### src/rtl/rah_tx_arbiter.sv
// Round-robin TX scheduler: grants one non-empty app FIFO at a time, emits a
// header word (length, app id) and then a burst of up to MAX_BURST payload words.
module rah_tx_arbiter #(
   parameter int unsigned TOTAL_APPS     = 8,
   parameter int unsigned APP_ID_WIDTH   = 3,
   parameter int unsigned DATA_WIDTH     = 48,
   parameter int unsigned FIFO_ADD_WIDTH = 10,
   parameter int unsigned MAX_BURST      = 256
) (
   input  logic                                 clk,
   input  logic                                 rst,
   input  logic [TOTAL_APPS-1:0]                app_valid,
   input  logic [TOTAL_APPS*FIFO_ADD_WIDTH-1:0] app_count,
   input  logic [TOTAL_APPS*DATA_WIDTH-1:0]     app_data,
   output logic [TOTAL_APPS-1:0]                app_re,
   input  logic                                 tx_ready,
   output logic                                 tx_valid,
   output logic [DATA_WIDTH-1:0]                tx_data,
   output logic                                 tx_last,
   output logic                                 busy,
   output logic [APP_ID_WIDTH-1:0]              app_id
);

   localparam int unsigned RemW = $clog2(MAX_BURST) + 1;

   typedef enum logic [1:0] {StIdle, StArb, StHdr, StData} state_e;

   state_e                  state_q, state_d;
   logic [APP_ID_WIDTH-1:0] rr_ptr_q, rr_ptr_d;
   logic [APP_ID_WIDTH-1:0] app_id_q, app_id_d;
   logic [RemW-1:0]         remaining_q, remaining_d;

   logic [FIFO_ADD_WIDTH-1:0] count_arr [TOTAL_APPS];
   logic [DATA_WIDTH-1:0]     data_arr  [TOTAL_APPS];
   logic [TOTAL_APPS-1:0]     cand;

   always_comb begin
      for (int j = 0; j < int'(TOTAL_APPS); j++) begin
         count_arr[j] = app_count[j*FIFO_ADD_WIDTH +: FIFO_ADD_WIDTH];
         data_arr[j]  = app_data[j*DATA_WIDTH +: DATA_WIDTH];
         cand[j]      = app_valid[j] && (count_arr[j] != '0);
      end
   end

   // Split the scan into candidates above rr_ptr (preferred) and at/below it (wrap).
   logic                    found_hi, found_lo, any_cand;
   logic [APP_ID_WIDTH-1:0] sel_hi, sel_lo, sel;

   always_comb begin
      found_hi = 1'b0;
      found_lo = 1'b0;
      sel_hi   = '0;
      sel_lo   = '0;
      for (int j = 0; j < int'(TOTAL_APPS); j++) begin
         if (cand[j]) begin
            if (j > int'(rr_ptr_q)) begin
               if (!found_hi) begin
                  found_hi = 1'b1;
                  sel_hi   = APP_ID_WIDTH'(j);
               end
            end else if (!found_lo) begin
               found_lo = 1'b1;
               sel_lo   = APP_ID_WIDTH'(j);
            end
         end
      end
   end

   assign sel      = found_hi ? sel_hi : sel_lo;
   assign any_cand = |cand;

   logic [FIFO_ADD_WIDTH-1:0] sel_count;
   logic [RemW-1:0]           sel_len;

   always_comb begin
      sel_count = count_arr[sel];
      if (32'(sel_count) > MAX_BURST) begin
         sel_len = RemW'(MAX_BURST);
      end else begin
         sel_len = RemW'(sel_count);
      end
   end

   logic cur_valid, accept;

   assign cur_valid = app_valid[app_id_q];
   assign accept    = (state_q == StData) && cur_valid && tx_ready;

   always_comb begin
      state_d     = state_q;
      rr_ptr_d    = rr_ptr_q;
      app_id_d    = app_id_q;
      remaining_d = remaining_q;
      unique case (state_q)
         StIdle: begin
            if (any_cand) state_d = StArb;
         end
         StArb: begin
            if (any_cand) begin
               app_id_d    = sel;
               remaining_d = sel_len;
               state_d     = StHdr;
            end else begin
               state_d = StIdle;
            end
         end
         StHdr: begin
            if (tx_ready) state_d = StData;
         end
         StData: begin
            if (accept) begin
               remaining_d = remaining_q - 1'b1;
               if (remaining_q == RemW'(1)) begin
                  rr_ptr_d = app_id_q;
                  state_d  = StIdle;
               end
            end
         end
         default: state_d = StIdle;
      endcase
   end

   always_ff @(posedge clk or posedge rst) begin
      if (rst) begin
         state_q     <= StIdle;
         rr_ptr_q    <= APP_ID_WIDTH'(TOTAL_APPS - 1);
         app_id_q    <= '0;
         remaining_q <= '0;
      end else begin
         state_q     <= state_d;
         rr_ptr_q    <= rr_ptr_d;
         app_id_q    <= app_id_d;
         remaining_q <= remaining_d;
      end
   end

   // Outputs decode from registered state; DATA-phase valid follows the FIFO so
   // an underflowing queue stalls the stream instead of emitting stale words.
   logic [31:0]           rem_ext;
   logic [DATA_WIDTH-1:0] hdr_word;

   always_comb begin
      rem_ext                          = 32'(remaining_q);
      hdr_word                         = '0;
      hdr_word[APP_ID_WIDTH-1:0]       = app_id_q;
      hdr_word[APP_ID_WIDTH +: 16]     = rem_ext[15:0];
   end

   always_comb begin
      app_re   = '0;
      tx_valid = 1'b0;
      tx_last  = 1'b0;
      tx_data  = '0;
      unique case (state_q)
         StHdr: begin
            tx_valid = 1'b1;
            tx_data  = hdr_word;
         end
         StData: begin
            tx_valid         = cur_valid;
            tx_data          = data_arr[app_id_q];
            tx_last          = (remaining_q == RemW'(1));
            app_re[app_id_q] = cur_valid && tx_ready;
         end
         default: ;
      endcase
   end

   assign busy   = (state_q != StIdle);
   assign app_id = app_id_q;

endmodule

### config.mk
export PLATFORM = sky130hd
export DESIGN_NAME = rah_tx_arbiter
export DESIGN_NICKNAME = d
export VERILOG_FILES = /design/src/rtl/rah_tx_arbiter.sv
export SDC_FILE = /design/constraint.sdc
export NUM_CORES = 1
export LEC_CHECK = 0
export CORE_AREA = 2 2 211 213
export DETAILED_ROUTE_END_ITERATION = 16
export DIE_AREA = 0 0 213 215
export GPL_TIMING_DRIVEN = 1
export SYNTH_ARGS = -nofsm -noshare
export SYNTH_HDL_FRONTEND = slang
export SYNTH_SLANG_ARGS = --single-unit
### constraint.sdc
create_clock -name clk -period 6.25 [get_ports clk]
set_input_delay 0.625 -clock clk [delete_from_list [all_inputs] [get_ports clk]]
set_output_delay 0.625 -clock clk [all_outputs]
set_load 0.05 [all_outputs]
# Word level (Yosys, flattened, before mapping)

Index checks and enable logic that the tools add are counted.

Output and inout bits: 62
Bits in registers: 17
Bits of input ports: 475
Word-level logic and storage cells: 150

Reductions and logical operators: 28
Bitwise gates (word level): 3
Add/subtract/negate cells: 1
Order comparisons: 12
Muxes and demuxes: 93
Equality and inequality tests: 9

Operators with widths:

| kind                | number |
|---|---|
| $bmux 48 s3         | 1 |
| $mux 3              | 37 |
| $mux 48             | 2 |
| $pmux 48 s2         | 1 |
| $reduce_bool 10->1  | 8 |
| $mux 1              | 35 |
| $bmux 10 s3         | 1 |
| $mux 9              | 3 |
| $mux 10             | 2 |
| $pmux 9 s2          | 1 |
| $gt 3x3->1 const A  | 4 |
| $logic_and 1x1->1   | 12 |
| $gt 10x9->1 const B | 1 |
| $mux 2              | 5 |
| $eq 9x1->1 const B  | 1 |
| $sub 9x1->9 const B | 1 |
| $and 8x8->8         | 1 |
| $ge 4x4->1 const B  | 2 |
| $mux 8              | 1 |
| $ne 2x2->1 const B  | 4 |
| $not 3->4           | 2 |
| $pmux 2 s4          | 1 |
| $reduce_or 8->1     | 1 |
| $gt 2x3->1 const A  | 2 |
| 14 further kinds    | 17 |

# Depth between registers and ports, before layout

Gate-level depths: netlist (run 1).

Word-level depth: 33
Gate-level depth with buffers: 13
Depth with buffers taken out: 10

# Worst setup path before layout (run 1)

Ideal clock, no wire load.

Path type: register -> output
Start: register app_id_q[2], in the netlist app_id[2]
End: output tx_data[1]
Path buffers: 4
Arrival: 3,103 ps
Required time: 5,625 ps
Slack: 2,522 ps
Cell stages (with the launch flop): 9
Cells stage by stage: dfrtp_1 clkbuf_1 clkbuf_1 buf_1 clkbuf_1 a31oi_1 o21ai_0 a21oi_1 a21oi_1

Word-level cells in the longest chain between the ends: 5

RTL lines:

| element                                     | RTL line | text |
|---|---|---|
| from (decl)                                 | 30       | `logic [APP_ID_WIDTH-1:0] app_id_q, app_id_d;` |
| from (signal assigned)                      | 132      | `app_id_q <= app_id_d;` |
| $not 3->4 (not written as such)             | 161      | `tx_data = data_arr[app_id_q];` |
| $bmux 48 s3                                 | 161      |  |
| $mux 48 (not written as such) (2 in series) | 161      |  |
| $pmux 48 s2                                 | 154      | `unique case (state_q)` |
| to (decl)                                   | 18       | `output logic [DATA_WIDTH-1:0] tx_data,` |

No other way between the ends. The select of a mux whose other input is x is not followed.

# Final worst setup path (run 1)

Start: register app_id_q[2], in the netlist app_id[2]
End: output tx_data[9]

Same word-level chain as after synthesis.

==> impl_metrics.tcl, run 1 <==
set metrics [dict create \
    fmaxAchievable_ghz 0.1946 \
    io-pin-count 537 \
    synth.area.top_cells "a22oi_1 (13%), mux2i_1 (7.8%), a221oi_1 (7.1%)" \
    p_leak_uw 0.003699 \
    wl_per_cell_um 26.10 \
    root_buffer "clkbuf_16" \
    power_uw 5198 \
    seq_area_frac_synth_pct 8.748 \
    cpMaxStageDelayCell "dfrtp_2" \
    finalHoldViolations 0 \
    ff_latch_area_sq_um 432.9 \
    antenna_found_initial 20 \
    setup.worst_path.class "register to primary output" \
    clock_latency_ps 250 \
    cts.sink_count 17 \
    holdPathEnd "remaining_q[7]" \
    reg2reg_slack_ps 2120 \
    drv_cap 0 \
    grt_setup_unrepaired "no" \
    grt.total_usage_pct 18.74 \
    drc_errors 0 \
    syn-num-nets 1148 \
    portBuffers 536 \
    r2r_end "remaining_q[2]" \
    yosysTopAreaCellShare_pct 13.16 \
    cts_tree "yes" \
    synth_edf_count 0 \
    cts_setup_buffers 0 \
    hold_start "remaining_q[7]" \
    core_sq_um 43640 \
    crit_path_start_kind "register" \
    finalSetupViolations 0 \
    synth_common_cells "a22oi_1 (86), clkbuf_1 (51), nor2_1 (50)" \
    ir_worst_vdd_uv 199.2 \
    ys_ff_latch 17 \
    tns_ps 0 \
    worst_pin_slew_ps 1105 \
    fin_hold_ws_ps 569.8 \
    grt_pass1_vias 8504 \
    hpwl_mm 38.27 \
    drtPass1Iterations 5 \
    cts_buffers 3 \
    ff2ff_path_depth 9 \
    relSlewSlack_pct 26.32 \
    hp-class "register to register" \
    post_drt_via_cell_ratio 4.715 \
    drv_slew 0 \
    initial_core_util_pct 11.24 \
    path_buf_inv 2 \
    multi_input_area_sq_um 4160 \
    r2r-start "app_id[2]" \
    timing.final.crit_share_pct 82.20 \
    vias 8289 \
    n_fill_cell 4789 \
    synth_cell_types 70 \
    synth.largest_area_cell "a22oi_1" \
    drt_wl_total_mm 45.88 \
    powerDensity_nw_per_um2 473.7 \
    cp_cell_sequence "inv_1 -> nor2_1 -> and2_2 -> a22oi_1 -> nand4_1 -> a21oi_1 -> nor2_1 -> clkdlybuf4s50_1" \
    ant_nets 0 \
    fin_crit_ps 5138 \
    cts_htree_levels 1 \
    worst-path-max-fanout 40 \
    fin_cells 1758 \
    grt_pass1_wl_mm 62.09 \
    critPathTopFamily "simple AND/OR/NAND/NOR gates" \
    required_ps 5620 \
    netlist_area_sq_um 4906 \
    synth-warning-count 0 \
    synth_area_per_cell_sq_um 7.311 \
    async_flop_share_pct 100.0 \
    initialDrtViolationCount 632 \
    gp_congestion 0.9564 \
    area_growth_pct 123.7 \
    clkTransAtPathRegs_ps 50 \
    max_stage_delay_ps 900 \
    grt-ovfl-total 0 \
    hold_buffers 0 \
    status "finished clean" \
    cp_common_cell "nor2_1" \
    dp.cells 1741 \
    crit_path_end_kind "primary output" \
    cp_data_arrival_time_ps 4510 \
    fin_skew_ps 2.444 \
    fp.dieArea_sq_um 45800 \
    grt_max_degree 48 \
    hold_depth 2 \
    synth_most_common_cell "a22oi_1" \
    cts_resized 0 \
    rows 77 \
    layout-drive-gt1-share_pct 6.938 \
    ys.flop_type "dfrtp_1" \
    die_y_um 215 \
    die_x_um 213 \
    syn_inst 671 \
    num-nets-final 1631 \
    cts_max_path_buffers 2 \
]
==> report_power, final <==
| group | leakage (uW) | switching, uW | internal [uW] |
|---|---|---|---|
| combinational | 0.00347 | 3100 | 1660 |
| sequential | 0.000190 | 149 | 160 |
| clock | 0.0000410 | 44.6 | 85.7 |
==> worst register-to-register path, stage by stage (launching register included) <==
cell and delay [ps]:
dfrtp_2 690, nor2b_1 470, and2_2 790, a221o_1 320
and2_1 180, nand3_1 540, nand2_1 560, o21ai_0 150
a21oi_1 230, o21ai_1 90
==> metal layers <==
metal | share of wire [%] | global-route usage, %
met1 | 38 | 21.05
met2 | 52 | 35.10
met3 | 8.1 | 3.829
met4 | 2.3 | 5.408
met5 | 0.19 | 0
==> cells by family after synthesis <==
logic type	count (synthesis)	synth area share [%]
adders and majority gates	2	0.5100
AOI/OAI and AO/OA	339	50.78
DFF	17	8.748
buffers and inverters	87	7.268
and+or+nand+nor	156	16.40
muxes	70	16.30
==> sequential cells by signal (all words and copies together), names as in the netlist, named ones only <==
signal and flops:
rr_ptr_q 3, app_id 3, remaining_q 9, state_q 1
==> cells in the final DEF (no fill, tap or decap), types with 14 or more instances in the layout <==
master	Yosys	routed
a21oi_1	42	42
a221oi_1	40	40
a22o_1	39	39
a22oi_1	86	86
a31oi_1	49	49
buf_4	0	14
clkdlybuf4s50_1	0	536
inv_1	15	15
mux2_2	26	26
mux2i_1	38	38
nand2_1	28	27
nor2_1	50	49
nor4_1	14	14
o21ai_0	25	25
==> worst max-delay path by stage <==
stage	startpoint	to	depth (start not counted)
floorplan	app_id[2]	tx_data[1]	8
global placement	app_id[2]	tx_data[9]	8
detailed placement	app_id[2]	app_re[6]	7
CTS	app_id[2]	app_re[6]	7
global route	app_id[2]	tx_data[9]	8
finish	app_id[2]	tx_data[9]	8
==> final cells by class <==
type	count	area share [%]
repair buffers	550	49.85
multi-input cells	567	37.91
well taps	592	6.750
flip-flops and latches	17	3.945
clock buffers	3	0.6842
inverters	15	0.5131
diodes	13	0.2965
clock inverters	1	0.04561
==> per-stage QoR <==
stage	util [%]	setup slack (ps)	area (sq um)
2_1_floorplan	-	2522	4906
3_3_place_gp	24.88	1364	10860
3_5_place_dp	24.88	1358	10860
4_1_cts	25.07	1079	10940
5_1_grt	25.13	883.4	10970
6_report	25.14	1112	10970
No activity file was read; power rests on OpenSTA's default activity.
==> run 2: changes to the inputs <==
--- a/config.mk
+++ b/config.mk
@@ -5,9 +5,9 @@
 export SDC_FILE = /design/constraint.sdc
 export NUM_CORES = 1
 export LEC_CHECK = 0
-export CORE_AREA = 2 2 211 213
+export CORE_AREA = 2 2 206 208
 export DETAILED_ROUTE_END_ITERATION = 16
-export DIE_AREA = 0 0 213 215
+export DIE_AREA = 0 0 208 210
 export GPL_TIMING_DRIVEN = 1
 export SYNTH_ARGS = -nofsm -noshare
 export SYNTH_HDL_FRONTEND = slang
==> constraint.sdc (replaced) <==
create_clock -name clk -period 5.3 [get_ports clk]
set_input_delay 0.53 -clock clk [delete_from_list [all_inputs] [get_ports clk]]
set_output_delay 0.53 -clock clk [all_outputs]
set_load 0.05 [all_outputs]
==> run 2 against run 1 <==
  * Combinational power increased by 19%
  * Setup slack got worse by 130 ps
  * Count of clock-buffer cells in the layout increased by 1
  * Sequential share of layout area about the same
  * Non-clock buffer count increased by 8
  * Critical path type is now primary input to register
  * Largest power group unchanged
==> impl_metrics.tcl, run 2 (synthesis gave the netlist of run 1 again) <==
set metrics [dict create \
    cts.sink_count 17 \
    num-nets-final 1639 \
    multi_input_area_sq_um 4160 \
    powerDensity_nw_per_um2 562.0 \
    largest_reg_flops 9 \
    cts_buffers 3 \
    regMostFlops "remaining_q" \
    core_sq_um 41480 \
    root_buffer "clkbuf_16" \
    design_area_sq_um 10980 \
    initial_core_util_pct 11.83 \
    fin_crit_ps 4317 \
    hold_buffers 0 \
    antenna_found_initial 19 \
    grt-ovfl-total 0 \
    clock_latency_ps 250 \
    die_y_um 210 \
    drt_wl_total_mm 45.93 \
    fin_ws_ps 982.9 \
    n_fill_cell 4535 \
    grt_max_degree 49 \
    finalHoldViolations 0 \
    vias 8243 \
    crit_path_start_kind "primary input" \
    cts_setup_buffers 0 \
    ir_worst_vdd_uv 191.3 \
    ff_latch_area_sq_um 432.9 \
    cts_htree_levels 1 \
    io-pin-count 537 \
    utilization_pct 26.47 \
    layout-drive-gt1-share_pct 8.183 \
    worst-path-max-fanout 21 \
    cts_tree "yes" \
    cp_data_arrival_time_ps 4440 \
    post_drt_via_cell_ratio 4.818 \
    placed_area_sq_um 10870 \
    wl_per_cell_um 26.85 \
    drtPass1Iterations 5 \
    timing.final.crit_share_pct 81.45 \
    initialDrtViolationCount 756 \
    grt_setup_unrepaired "no" \
    status "finished clean" \
    hpwl_mm 39.00 \
    fp.dieArea_sq_um 43680 \
    drv_slew 0 \
    grt.total_usage_pct 19.79 \
    clkTransAtPathRegs_ps 50 \
    setup.worst_path.class "primary input to register" \
    final_common_cell "clkdlybuf4s50_1" \
    ant_nets 0 \
    portBuffers 536 \
    die_x_um 208 \
    mostFrequentLayoutCells "clkdlybuf4s50_1 (528), a22oi_1 (86), nor2_1 (49), a31oi_1 (49), a21oi_1 (42)" \
    crit_path_end_kind "register" \
    fin_hold_ws_ps 548.4 \
    drv_cap 0 \
    cts_max_path_buffers 2 \
    grt_pass1_wl_mm 63.22 \
    fin_skew_ps 2.488 \
    tns_ps 0 \
    cts_resized 0 \
    dp_slack_ps 762.4 \
    fmaxAchievable_ghz 0.2316 \
    grt_pass1_vias 8460 \
    p_leak_uw 0.003766 \
    relSlewSlack_pct 36.02 \
    area_growth_pct 123.8 \
    finalSetupViolations 0 \
    worst_pin_slew_ps 957.0 \
    drc_errors 0 \
    required_ps 5430 \
    gp_congestion 1.007 \
    rows 75 \
    hp-class "register to register" \
]
==> run 2: cell types whose count changed in the layout (fill, tap and decap cells not counted), sizes merged <==
cell	previous run	this run
buf	14	30
clkdlybuf4s50	536	528
diode	13	11
clkbuf	3	4
clkinv	1	0
==> run 2: per-stage QoR <==
stage                     std cells  total power (uW)
after floorplan                 671              3730
after global placement         1696              6061
after detailed placement       1696              6041
after CTS                      1700              6229
after global routing           1710              6456
final                          1711              6170
==> run 2: worst max-delay path, cell delays in order <==
cell and delay [ps]:
clkdlybuf4s50_1 480, nor4_1 670, a31oi_1 290, o22a_1 310, o21bai_1 230, o21ai_4 660, buf_4 420, mux2_2 370
nor2_1 90, a211oi_1 60, a21oi_1 220, o21ai_1 80
==> run 2: final cells by class <==
cell class              count  share of cell area, %
repair buffers            558                  50.54
multi-input cells         567                  37.90
well taps                 539                  6.143
flip-flops and latches     17                  3.943
clock buffers               4                 0.7180
inverters                  15                 0.5129
diodes                     11                 0.2507
==> run 2: path summary, 6_finish.rpt <==
kind | startpoint | to | slack [ps] | cells past startpoint
max | app_count[56] | remaining_q[7] | 980 | 12
min in group asynchronous | rst | app_id[2] | 690 | 2
min reg2reg | remaining_q[7] | remaining_q[7] | 550 | 2
max in group asynchronous | rst | app_id[1] | 4150 | 2
max reg2reg | app_id[1] | remaining_q[2] | 1220 | 9
min | remaining_q[7] | remaining_q[7] | 550 | 2
==> run 2: power by group <==
part,switching [uW],internal [uW]
sequential,167,189
clock,48.5,102
combinational,3650,2010
==> run 2: layer usage <==
| layer | vias to the layer above | GRT usage [%] | share of wire (%) |
|---|---|---|---|
| met4 | 18 | 4.989 | 2.1 |
| li1 | 3766 | - | - |
| met2 | 447 | 36.43 | 51 |
| met5 | - | 0 | 0.29 |
| met1 | 3949 | 23.38 | 39 |
| met3 | 63 | 3.948 | 7.0 |
==> run 3: changes to the inputs <==
==> constraint.sdc (replaced) <==
create_clock -name clk -period 4.43 [get_ports clk]
set_input_delay 0.443 -clock clk [delete_from_list [all_inputs] [get_ports clk]]
set_output_delay 0.443 -clock clk [all_outputs]
set_load 0.05 [all_outputs]
==> run 3 against run 2 <==
  * Register-to-register slack got worse by 300 ps
  * Largest cell class unchanged
  * Critical path type unchanged
  * Combinational power increased by 22%
  * Critical path depth decreased by 1
  * Flip-flop and latch count unchanged
==> impl_metrics.tcl, run 3 (synthesis gave the netlist of run 1 again) <==
set metrics [dict create \
    status "finished clean" \
    cts_tree "yes" \
    antenna_found_initial 19 \
    powerDensity_nw_per_um2 666.2 \
    grt_max_degree 40 \
    fp.dieArea_sq_um 43680 \
    cts_max_path_buffers 2 \
    wl_per_cell_um 26.26 \
    setup.worst_path.class "primary input to register" \
    tns_ps 0 \
    initial_core_util_pct 11.83 \
    path_buf_inv 1 \
    num-nets-final 1660 \
    core_sq_um 41480 \
    cts_htree_levels 1 \
    die_x_um 208 \
    mostFrequentLayoutCells "clkdlybuf4s50_1 (488), a22oi_1 (86), buf_4 (74)" \
    grt-ovfl-total 0 \
    area_growth_pct 128.6 \
    max_stage_delay_ps 690 \
    cpMaxStageDelayCell "o21ai_4" \
    largest_reg_flops 9 \
    drv_cap 0 \
    grt_pass1_wl_mm 62.97 \
    clock_latency_ps 250 \
    timing.final.crit_share_pct 89.91 \
    cts_buffers 3 \
    root_buffer "clkbuf_16" \
    cts.sink_count 17 \
    layout-drive-gt1-share_pct 13.28 \
    utilization_pct 27.04 \
    hold_buffers 0 \
    rows 75 \
    hp-class "register to register" \
    relSlewSlack_pct 45.87 \
    fin_skew_ps 2.643 \
    dp_slack_ps 162.2 \
    ant_nets 0 \
    worst-path-max-fanout 23 \
    grt_setup_unrepaired "no" \
    crit_path_start_kind "primary input" \
    cp_common_cell "mux2i_1" \
    io-pin-count 537 \
    drc_errors 0 \
    grt_pass1_vias 8459 \
    critPathTopFamily "compound AO/OA/AOI/OAI gates" \
    finalHoldViolations 0 \
    cts_setup_buffers 0 \
    final_common_cell "clkdlybuf4s50_1" \
    p_leak_uw 0.003970 \
    crit_path_end_kind "register" \
    portBuffers 536 \
    fin_ws_ps 447.0 \
    regMostFlops "remaining_q" \
    clkTransAtPathRegs_ps 50 \
    fmaxAchievable_ghz 0.2511 \
    cp_cell_sequence "clkdlybuf4s50_1 -> or4_1 -> o31a_1 -> o22a_1 -> o21bai_1 -> o21ai_4 -> mux2i_1 -> mux2i_1 -> mux2i_2 -> nand4_4 -> o221ai_2" \
    required_ps 4600 \
    drv_slew 0 \
    cp_data_arrival_time_ps 4150 \
    die_y_um 210 \
    post_drt_via_cell_ratio 4.824 \
    initialDrtViolationCount 747 \
    vias 8364 \
    gp_congestion 0.9825 \
    worst_pin_slew_ps 808.9 \
    grt.total_usage_pct 19.63 \
    drt_wl_total_mm 45.54 \
    ir_worst_vdd_uv 230.0 \
    drtPass1Iterations 5 \
    finalSetupViolations 0 \
    cts_resized 0 \
    fin_crit_ps 3983 \
    hpwl_mm 39.18 \
]
-- run 3: path summary, 6_finish.rpt --
kind | start | to | slack [ps] | depth (start not counted)
max | app_count[40] | remaining_q[4] | 450 | 11
min | remaining_q[7] | remaining_q[7] | 550 | 2
max reg2reg | app_id[1] | remaining_q[6] | 920 | 9
min reg2reg | remaining_q[7] | remaining_q[7] | 550 | 2
max in group asynchronous | rst | app_id[1] | 3340 | 2
min in group asynchronous | rst | app_id[0] | 610 | 2
-- run 3: final cells by class --
cell class              count  area, sq um
diodes                     13        32.53
clock buffers               3        75.07
clock inverters             1        5.005
fillers                  4533        30260
inverters                  15        56.30
multi-input cells         567         4160
flip-flops and latches     17        432.9
well taps                 539        674.4
repair buffers            579         5781
-- run 3: tightest hold or removal path, stage by stage (launching register included) --
cell and delay [ps]:
dfrtp_1 360, a21oi_1 80, o21ai_1 70
-- run 3: per-stage QoR --
stage                     cell area, sq um  instances  power, uW  hold slack, ps
after global placement               11100       1717       7355           539.5
after global routing                 11210       1731       7835           584.2
after detailed placement             11100       1717       7344           533.2
final                                11220       1734       7473           545.4
after CTS                            11180       1721       7563           545.4
after floorplan                       4906        671       4462           366.9
-- run 3: where the power goes --
group	switching (uW)	internal, uW
registers	156	227
clock network	64.3	121
logic	4440	2470
total	4660	2820
-- run 3: layer usage --
| metal | share of wire, % | global-route usage (%) | vias up |
|---|---|---|---|
| li1 | - | - | 3813 |
| met1 | 38 | 22.72 | 3973 |
| met2 | 52 | 36.35 | 503 |
| met3 | 7.5 | 4.023 | 63 |
| met4 | 2.8 | 5.576 | 12 |
| met5 | 0.20 | 0 | - |
